`src/rtl/alu_pkg.sv`:
```
// alu_pkg -- shared definitions for the ALU execution unit.
//   ALU_XLEN      : default datapath width
//   OP_*          : alu_op encodings {inst30, funct3}
//   alu_state_t   : execution FSM states (IDLE / SHIFT / DONE)
//   shift_kind_t  : shifter operation select
//   decode_shift  : maps an alu_op onto a shift kind (SH_NONE for non-shifts)
package alu_pkg;

    localparam int ALU_XLEN = 32;

    localparam logic [3:0] OP_ADD  = 4'b0000;
    localparam logic [3:0] OP_SUB  = 4'b1000;
    localparam logic [3:0] OP_SLL  = 4'b0001;
    localparam logic [3:0] OP_SLT  = 4'b0010;
    localparam logic [3:0] OP_SLTU = 4'b0011;
    localparam logic [3:0] OP_XOR  = 4'b0100;
    localparam logic [3:0] OP_SRL  = 4'b0101;
    localparam logic [3:0] OP_SRA  = 4'b1101;
    localparam logic [3:0] OP_OR   = 4'b0110;
    localparam logic [3:0] OP_AND  = 4'b0111;

    typedef enum logic [1:0] {
        IDLE  = 2'd0,
        SHIFT = 2'd1,
        DONE  = 2'd2
    } alu_state_t;

    typedef enum logic [1:0] {
        SH_SLL  = 2'd0,
        SH_SRL  = 2'd1,
        SH_SRA  = 2'd2,
        SH_NONE = 2'd3
    } shift_kind_t;

    function automatic shift_kind_t decode_shift(input logic [3:0] op);
        case (op)
            OP_SLL:  return SH_SLL;
            OP_SRL:  return SH_SRL;
            OP_SRA:  return SH_SRA;
            default: return SH_NONE;
        endcase
    endfunction

endpackage

```
`src/rtl/alu_shifter.sv`:
```
// alu_shifter -- combinational shifter datapath for alu_exec_unit.
//   kind      : SH_SLL / SH_SRL / SH_SRA (SH_NONE passes shift_in through)
//   shift_in  : value to shift
//   shamt     : shift amount (fast build) or remaining-step count (iterative)
//   shift_out : shifted value
// Build option ALU_EXEC_FAST_SHIFT_EN: when defined, a full barrel shift by
// shamt; otherwise a single one-bit step, taken only while shamt is nonzero.
module alu_shifter
    import alu_pkg::*;
#(
    parameter int XLEN = ALU_XLEN
) (
    input  shift_kind_t     kind,
    input  logic [XLEN-1:0] shift_in,
    input  logic [4:0]      shamt,
    output logic [XLEN-1:0] shift_out
);

    always_comb begin
        shift_out = shift_in;
`ifdef ALU_EXEC_FAST_SHIFT_EN
        case (kind)
            SH_SLL:  shift_out = shift_in << shamt;
            SH_SRL:  shift_out = shift_in >> shamt;
            SH_SRA:  shift_out = $signed(shift_in) >>> shamt;
            default: shift_out = shift_in;
        endcase
`else
        if (shamt != 5'd0) begin
            case (kind)
                SH_SLL:  shift_out = {shift_in[XLEN-2:0], 1'b0};
                SH_SRL:  shift_out = {1'b0, shift_in[XLEN-1:1]};
                SH_SRA:  shift_out = {shift_in[XLEN-1], shift_in[XLEN-1:1]};
                default: shift_out = shift_in;
            endcase
        end
`endif
    end

endmodule

```
`src/rtl/alu_exec_unit.sv`:
```
// alu_exec_unit -- handshaked ALU execution unit (RV32I-style ops).
//   clk, rst_n            : clock, synchronous active-low reset
//   in_valid / in_ready   : operation handshake (alu_op, operand_a, operand_b)
//   out_valid / out_ready : result handshake (result, zero)
//   state_dbg             : current FSM state, for observation
// Build option ALU_EXEC_FAST_SHIFT_EN: barrel shifts, every op 1-cycle latency.
// Default build shifts one bit per cycle in state SHIFT (latency shamt+1).
//
// Handshake: a transfer happens on a rising edge where valid and ready are
// both high. in_ready never depends on in_valid; out_valid never depends on
// out_ready. While out_valid=1 and out_ready=0, result and zero stay put.
module alu_exec_unit
    import alu_pkg::*;
#(
    parameter int XLEN = ALU_XLEN
) (
    input  logic            clk,
    input  logic            rst_n,
    input  logic            in_valid,
    output logic            in_ready,
    input  logic [3:0]      alu_op,
    input  logic [XLEN-1:0] operand_a,
    input  logic [XLEN-1:0] operand_b,
    output logic            out_valid,
    input  logic            out_ready,
    output logic [XLEN-1:0] result,
    output logic            zero,
    output alu_state_t      state_dbg
);

    alu_state_t      state_q, state_d;
    logic [XLEN-1:0] result_q, result_d;
    logic            zero_q, zero_d;
    shift_kind_t     op_kind;
    logic            is_shift;
    logic            accept;
    logic [XLEN-1:0] alu_val;
    logic [XLEN-1:0] shift_out;
`ifndef ALU_EXEC_FAST_SHIFT_EN
    logic [XLEN-1:0] hold_q, hold_d;
    logic [4:0]      cnt_q, cnt_d;
    shift_kind_t     kind_q, kind_d;
`endif

    assign op_kind  = decode_shift(alu_op);
    assign is_shift = (op_kind != SH_NONE);
    // rst_n gates in_ready so nothing is taken while reset is asserted.
    assign in_ready = rst_n && ((state_q == IDLE) || ((state_q == DONE) && out_ready));
    assign accept   = in_valid && in_ready;

`ifdef ALU_EXEC_FAST_SHIFT_EN
    alu_shifter #(.XLEN(XLEN)) u_shifter (
        .kind      (op_kind),
        .shift_in  (operand_a),
        .shamt     (operand_b[4:0]),
        .shift_out (shift_out)
    );
`else
    // Iterative: steps the held value while the remaining count is nonzero.
    alu_shifter #(.XLEN(XLEN)) u_shifter (
        .kind      (kind_q),
        .shift_in  (hold_q),
        .shamt     (cnt_q),
        .shift_out (shift_out)
    );
`endif

    always_comb begin
        alu_val = '0;
        case (alu_op)
            OP_ADD:  alu_val = operand_a + operand_b;
            OP_SUB:  alu_val = operand_a - operand_b;
            OP_SLT:  alu_val = {{(XLEN-1){1'b0}}, $signed(operand_a) < $signed(operand_b)};
            OP_SLTU: alu_val = {{(XLEN-1){1'b0}}, operand_a < operand_b};
            OP_XOR:  alu_val = operand_a ^ operand_b;
            OP_OR:   alu_val = operand_a | operand_b;
            OP_AND:  alu_val = operand_a & operand_b;
`ifdef ALU_EXEC_FAST_SHIFT_EN
            OP_SLL, OP_SRL, OP_SRA: alu_val = shift_out;
`else
            // Only reached for shamt=0; nonzero shifts go through SHIFT.
            OP_SLL, OP_SRL, OP_SRA: alu_val = operand_a;
`endif
            default: alu_val = '0;
        endcase
    end

    always_comb begin
        state_d  = state_q;
        result_d = result_q;
        zero_d   = zero_q;
`ifndef ALU_EXEC_FAST_SHIFT_EN
        hold_d   = hold_q;
        cnt_d    = cnt_q;
        kind_d   = kind_q;
`endif
        case (state_q)
            IDLE, DONE: begin
                // In DONE, accept implies out_ready: the old result retires
                // on the same edge that the new op is taken.
                if (accept) begin
`ifndef ALU_EXEC_FAST_SHIFT_EN
                    if (is_shift && (operand_b[4:0] != 5'd0)) begin
                        state_d = SHIFT;
                        hold_d  = operand_a;
                        cnt_d   = operand_b[4:0];
                        kind_d  = op_kind;
                    end else
`endif
                    begin
                        state_d  = DONE;
                        result_d = alu_val;
                        zero_d   = (alu_val == '0);
                    end
                end else if ((state_q == DONE) && out_ready) begin
                    state_d = IDLE;
                end
            end
            SHIFT: begin
`ifndef ALU_EXEC_FAST_SHIFT_EN
                hold_d = shift_out;
                cnt_d  = cnt_q - 5'd1;
                if (cnt_q == 5'd1) begin
                    state_d  = DONE;
                    result_d = shift_out;
                    zero_d   = (shift_out == '0);
                end
`else
                state_d = IDLE;
`endif
            end
            default: state_d = IDLE;
        endcase
    end

    always_ff @(posedge clk) begin
        if (!rst_n) begin
            state_q  <= IDLE;
            result_q <= '0;
            zero_q   <= 1'b1;
`ifndef ALU_EXEC_FAST_SHIFT_EN
            hold_q   <= '0;
            cnt_q    <= 5'd0;
            kind_q   <= SH_SLL;
`endif
        end else begin
            state_q  <= state_d;
            result_q <= result_d;
            zero_q   <= zero_d;
`ifndef ALU_EXEC_FAST_SHIFT_EN
            hold_q   <= hold_d;
            cnt_q    <= cnt_d;
            kind_q   <= kind_d;
`endif
        end
    end

    assign out_valid = (state_q == DONE);
    assign result    = result_q;
    assign zero      = zero_q;
    assign state_dbg = state_q;

endmodule

```
`config.mk`:
```
export PLATFORM = sky130hd
export DESIGN_NAME = alu_exec_unit
export DESIGN_NICKNAME = d
export VERILOG_FILES = /design/src/rtl/alu_pkg.sv /design/src/rtl/alu_shifter.sv /design/src/rtl/alu_exec_unit.sv
export SDC_FILE = /design/constraint.sdc
export NUM_CORES = 1
export LEC_CHECK = 0
export ABC_AREA = 1
export CORE_UTILIZATION = 50
export CTS_CLUSTER_SIZE = 28
export DETAILED_ROUTE_END_ITERATION = 7
export GPL_ROUTABILITY_DRIVEN = 0
export PLACE_DENSITY = 0.77
export SETUP_SLACK_MARGIN = 0.15
export SYNTH_ARGS = -nofsm -noshare
export SYNTH_HDL_FRONTEND = slang
export SYNTH_SLANG_ARGS = --single-unit
```
`constraint.sdc`:
```
create_clock -name clk -period 5.7 [get_ports clk]
set_input_delay 0.855 -clock clk [delete_from_list [all_inputs] [get_ports clk]]
set_output_delay 0.855 -clock clk [all_outputs]
set_load 0.02 [all_outputs]
```
# After elaboration in Yosys (flattened, before gate mapping)
# Cells that the tools add are included.
[word_totals] output_inout_bits=37 ff_bits=74 romBits=0 latchBits=0 ramBits=0 inputBits=72 word_cells=76 n_memories=0
[op_classes] reduce_logical=19 n_eq_ne=20 n_shift=0 mux=23 n_bitwise=3 n_lt_le_gt_ge=2 add_sub_neg=3 multipliers=0 div_mod_pow=0
[ops] op="$pmux W32 S8" n=1
[ops] op="$mux W32" n=6
[ops] op="$pmux W32 S2" n=2
[ops] op="$pmux W32 S3" n=1
[ops] op="$logic_not A32 Y1" n=2
[ops] op="$lt A32 B32 Y1" n=2
[ops] op="$add A32 B32 Y32" n=1
[ops] op="$and A32 B32 Y32" n=1
[ops] op="$or A32 B32 Y32" n=1
[ops] op="$sub A32 B32 Y32" n=1
[ops] op="$xor A32 B32 Y32" n=1
[ops] op="$eq A4 B3 Y1 const B" n=4
[ops] op="$mux W5" n=2
[ops] op="$ne A2 B2 Y1 const B" n=5
[ops] op="$pmux W5 S2" n=1
[ops] op="$reduce_bool A5 Y1" n=2
[ops] op="$eq A4 B2 Y1 const B" n=2
[ops] op="$eq A4 B4 Y1 const B" n=2
[ops] op="$mux W2" n=4
[ops] op="$pmux W2 S3" n=1
[ops] op="$reduce_and A3 Y1" n=2
[ops] op="$eq A5 B1 Y1 const B" n=1
[ops] op="$sub A5 B1 Y5 const B" n=1
[ops] op="$eq A2 B1 Y1 const B" n=2
[ops] op="15 further kinds" n=22

# Depth between registers and ports, before layout
[depth] word_depth=7 ltp_mapped=24

# By module
# Synthesis repeated with hierarchy kept, for this count alone.
[unflattened] hier_cells=2043 area_unflattened_um2=11173.2
[by_module_without_submodules] mod="alu_exec_unit" seq_area_each_um2=1481.4 instances=1 area_per_inst_um2=9993.3 cells_per_inst=1793
[by_module_without_submodules] mod="alu_shifter" seq_area_each_um2=0.0 instances=1 area_per_inst_um2=1179.9 cells_per_inst=250

# Least setup slack after synthesis
# No wires, ideal clock.
[synth_path] kind="input to register" startpoint="input port operand_a[0]" endpoint="register zero_q, in the netlist zero" setup_time_ns=0.059 required_time_ns=5.641 arrival_time_ns=2.729 setup_slack_ns=2.912 n_path_buf=0 stages=23 cell_sequence="inv_1 > ha_1 > inv_1 > fa_1 > nand2_1 > nand2_1 > nand2_1 > inv_1 > nand2_1 > nand3_1 > nand2_1 > nand3_1 > nand2_1 > nor2_1 > nor2_1 > nand2_1 > nor2_1 > nand2_1 > nor2_1 > nand3_1 > nand2_1 > nand2_1 > nand2_1"
[synth_between] elab_chain_len=6 elab_cells_between_ends=12 cone_classes="2 x add/sub; 2 x order compare; 4 x mux; 3 x bitwise; 1 x reduce/logical"
[synth_rtl] element="from (decl)" line_no="alu_exec_unit.sv:22" text="input logic [XLEN-1:0] operand_a,"
[synth_rtl] element="$sub A32 B32 Y32, or another cell as far along" line_no="alu_exec_unit.sv:72" text="OP_SUB: alu_val = operand_a - operand_b;"
[synth_rtl] element="$pmux W32 S8 *" line_no="alu_exec_unit.sv:70" text="case (alu_op)"
[synth_rtl] element="$logic_not A32 Y1 *" line_no="alu_exec_unit.sv:113" text="zero_d = (alu_val == '0);"
[synth_rtl] element="$mux W1 *" line_no="alu_exec_unit.sv:103" text="if (is_shift && (operand_b[4:0] != 5'd0)) begin"
[synth_rtl] element="$mux W1 *" line_no="alu_exec_unit.sv:101" text="if (accept) begin"
[synth_rtl] element="$pmux W1 S2 *" line_no="alu_exec_unit.sv:97" text="case (state_q)"
[synth_rtl] element="to (signal assigned)" line_no="alu_exec_unit.sv:149" text="zero_q <= zero_d;"
[synth_rtl] element="to (decl)" line_no="alu_exec_unit.sv:33" text="logic zero_q, zero_d;"
# Mark *: on every way between the ends. The rest lies on a longest branch, timed or not. The select of a mux whose other input is x is not followed.
# A chain may end at the register's enable or synchronous reset.

# Worst setup path in the final report
[layout_path] startpoint="register kind_q[0]" endpoint="register zero_q, in the netlist zero"
[layout_between] elab_chain_len=6 elab_cells_between_ends=8 cone_classes="2 x eq/ne; 4 x mux; 2 x reduce/logical"
[layout_rtl] element="from (decl)" line_no="alu_exec_unit.sv:42" text="shift_kind_t kind_q, kind_d;"
[layout_rtl] element="from (signal assigned)" line_no="alu_exec_unit.sv:153" text="kind_q <= kind_d;"
[layout_rtl] element="$eq A2 B2 Y1, or another cell as far along" line_no="alu_shifter.sv:30" text="case (kind)"
[layout_rtl] element="$pmux W32 S3 *" line_no="alu_shifter.sv:30"
[layout_rtl] element="$mux W32 *" line_no="alu_shifter.sv:29" text="if (shamt != 5'd0) begin"
[layout_rtl] element="$logic_not A32 Y1 *" line_no="alu_exec_unit.sv:126" text="zero_d = (shift_out == '0);"
[layout_rtl] element="$mux W1 *" line_no="alu_exec_unit.sv:123" text="if (cnt_q == 5'd1) begin"
[layout_rtl] element="$pmux W1 S2 *" line_no="alu_exec_unit.sv:97"
# Marked as above.

==> flow_summary.toml <==
[setup_path]
max_stage_delay_ns = 0.85
arrival_ns = 4.43
criticalPathCategory = "reg2reg"
crit_cells = 13
cp_common_cell = "nand2_1"
crit_path_end_kind = "flop"
r2r_end = "zero"
crit_required_ns = 5.99
startpoint_type = "flop"
rr_startpoint = "kind_q[0]"
r2r_slack_ns = 1.56
crit_family = "simple AND/OR/NAND/NOR gates"
setup.worst_path.start = "kind_q[0]"
reg2reg_depth = 13
cpMaxStageDelayCell = "nand2_1"
crit_fanout = 22
crit_chain = "nor2_1, inv_1, nand2_1, inv_2, a22oi_1, o22ai_1, inv_1, nand2_1, nor4_1, nand4_1, nand2_1, nand2_1, nand2_1"
cp_num_buf_inv = 3
crit_path_end = "zero"

[final_layout]
finalNetCount = 2169
fin_util_pct = 57.8
antenna_cells = 0
area_growth_pct = 13.0
drive_gt1_share_pct = 4.11
stdcell_area_mm2 = 0.0122

[clocking]
post_cts.repair.setup_buffers = 0
insertion_delay_ns = 0.34
cts.hold.buffers_added = 0
ctsHtreeMaxLevel = 3
clock-sinks = 74
numCtsBuffers = 9
cts_resized = 0
path_clk_slew_ns = 0.06
tritoncts = "built"
clockBufferDepth = 2
clock_tree.root_cell = "clkbuf_16"

[global_route]
antenna_found_initial = 0
grt_pass1_wl_mm = 63.7
grt_overflow = 0
track_usage_pct = 37.2
grt_pass1_vias = 12200
grt_max_degree = 66

[floorplanning]
initial_core_util_pct = 51.1
die-area_mm2 = 0.0221
die_h_um = 149
rows = 53
die_w_um = 149
ioPinCount = 109
core-area_mm2 = 0.0211

[synthesis]
synthFlopType = "dfxtp_1"
synthTopCellsByArea = "nand2_1, dfxtp_1, ha_1"
synth-async-reset-ratio_pct = 0
synth_seq_cells = 74
syn_area_mm2 = 0.0108
yosysSeqAreaShare_pct = 13.7
synth.distinct_cells = 48
synth_edf_count = 0
postSynthCellCount = 1943
postSynthAreaPerCell_um2 = 5.55
yosysTopAreaCellShare_pct = 18.3
yosysTopAreaCell = "nand2_1"
syn_nets = 2122
yosysWarnings = 0

[routing]
wirelength_mm = 41.7
vias_per_cell = 5.89
dr_total_vias = 13400
drtIter0Drc = 1874
ant_nets = 0
dr.pass1.iters = 6
wire_per_inst_um = 18.4
route.detailed.drc = 0

[placed_design]
io_buffer_count = 108
placed_area_mm2 = 0.0118
hpwl_mm = 32.2

[timing]
slew_viol_final = 0
slew_headroom_pct = 22.8
hold_violations = 0
tightest_slew_ns = 1.16
post-route-period-util_pct = 72.7
clock_skew_ns = 0.00493
setup_viol = 0
finalCriticalPeriod_ns = 4.14
rsz0062_at_grt = "false"
finalSetupTns_ns = 0
fmax_mhz = 241

[power]
ir_worst_vdd_mv = 0.134
power.leakage_uw = 0.00628
p_per_area_mw_per_mm2 = 182

[job]
drv_cap = 0

[worst_hold_path]
hold_depth = 2
hold_path.class = "reg2reg"

[status]
run_status = "complete, no violations"
==> area by class of cell <==
type / count / area (um^2)
inverters: 366 / 1370
well taps: 275 / 344
clock buffers: 11 / 253
multi-input cells: 1425 / 7510
fillers: 2205 / 8910
repair buffers: 114 / 1120
clock inverters: 4 / 98.8
flip-flops and latches: 74 / 1480
==> synthesized netlist by cell type, types with 2 or more instances <==
library cell / n
o2bb2ai_1: 3
a31oi_1: 27
o21ai_0: 116
a21oi_2: 2
nand3b_1: 5
nand4_1: 17
inv_2: 18
a22oi_1: 11
o2111ai_1: 2
fa_1: 2
nor2_1: 197
o221ai_1: 12
o22ai_1: 70
nand3_2: 2
clkinv_1: 2
nor2_4: 3
nor3_1: 18
nor4_1: 4
clkbuf_1: 21
buf_4: 14
nor3_2: 2
nor2_2: 17
ha_1: 105
buf_1: 2
a221oi_1: 12
nand2_1: 524
buf_6: 5
o21bai_1: 6
a21oi_1: 76
dfxtp_1: 74
o21ai_1: 5
nand3_1: 163
a32oi_1: 2
nand2_2: 7
buf_2: 36
a211oi_1: 2
inv_1: 346
or2_2: 3
==> worst min path at each step <==
stage	startpoint	end	slack (ns)
final	result[22]	result[22]	0.49
after floorplan	hold_q[1]	hold_q[1]	0.46
after CTS	result[22]	result[22]	0.49
after detailed placement	result[22]	result[22]	0.47
after global placement	result[22]	result[22]	0.47
after global routing	result[22]	result[22]	0.51
==> cell usage in the layout, fill, tap and decap left out, drive strengths merged, types with 2 or more instances in the layout <==
cell type        n
o21bai           6
inv            364
o221ai          12
nand4           17
a211oi           2
or2              4
o21ai          122
bufinv           3
dfxtp           74
o22ai           70
nand2          532
nand3b           5
a22oi           11
clkdlybuf4s50  107
buf              7
clkbuf          11
clkinv           3
nor3            20
a32oi            2
fa               2
ha             105
nor4             5
a221oi          12
a31oi           27
o2bb2ai          3
a21oi           78
nor2           217
o2111ai          2
nand3          165
==> cell families (layout without fill, tap and decap cells) <==
group,after synthesis,count (layout),synth area share [%]
adders and majority gates,107,107,12.6
DFF,74,74,13.7
xor gates and xnor gates,1,1,0.0813
and+or+nand+nor,965,965,37.6
AOI/OAI and AO/OA,352,352,19.3
buffers and inverters,444,495,16.7
==> worst reg2reg max path: cells and delay by family, from the launching register on <==
family	cells	cell delay, ns
AOI/OAI and AO/OA	2	0.34
and+or+nand+nor	8	2.33
buffers and inverters	3	1.07
DFF	1	0.34
==> stage by stage <==
stage | total power (uW) | std cells | hold WS [ns] | setup WS (ns)
final | 2210 | 2269 | 0.489 | 1.56
after global routing | 2310 | 2269 | 0.513 | 1.37
after CTS | 2170 | 2269 | 0.488 | 1.80
after detailed placement | 1500 | 2254 | 0.475 | 1.44
after global placement | 1490 | 2254 | 0.468 | 1.49
after floorplan | 1190 | 1943 | 0.459 | 2.91
==> where the power goes <==
part	switching [uW]	internal, uW	leakage, uW
combinational	667	307	0.00551
clock	225	450	0.000172
sequential	17.7	546	0.000603
==> per-layer routing <==
layer  wire [um]  GRT usage, %  vias to the layer above  share of wire (%)
met5           0             0                        -                  0
met4        3080          25.1                        0                7.4
met3        5510          6.79                      204                 13
met2       17000          56.3                     1042                 41
met1       16100          48.0                     5801                 39
li1            -             -                     6327                  -
==> sequential cells by signal, summed over array words and instances (netlist names) <==
name / flops
cnt_q: 5
hold_q: 32
kind_q: 2
result: 32
state_dbg: 2
zero: 1
Power figures use the tool's default switching activity.
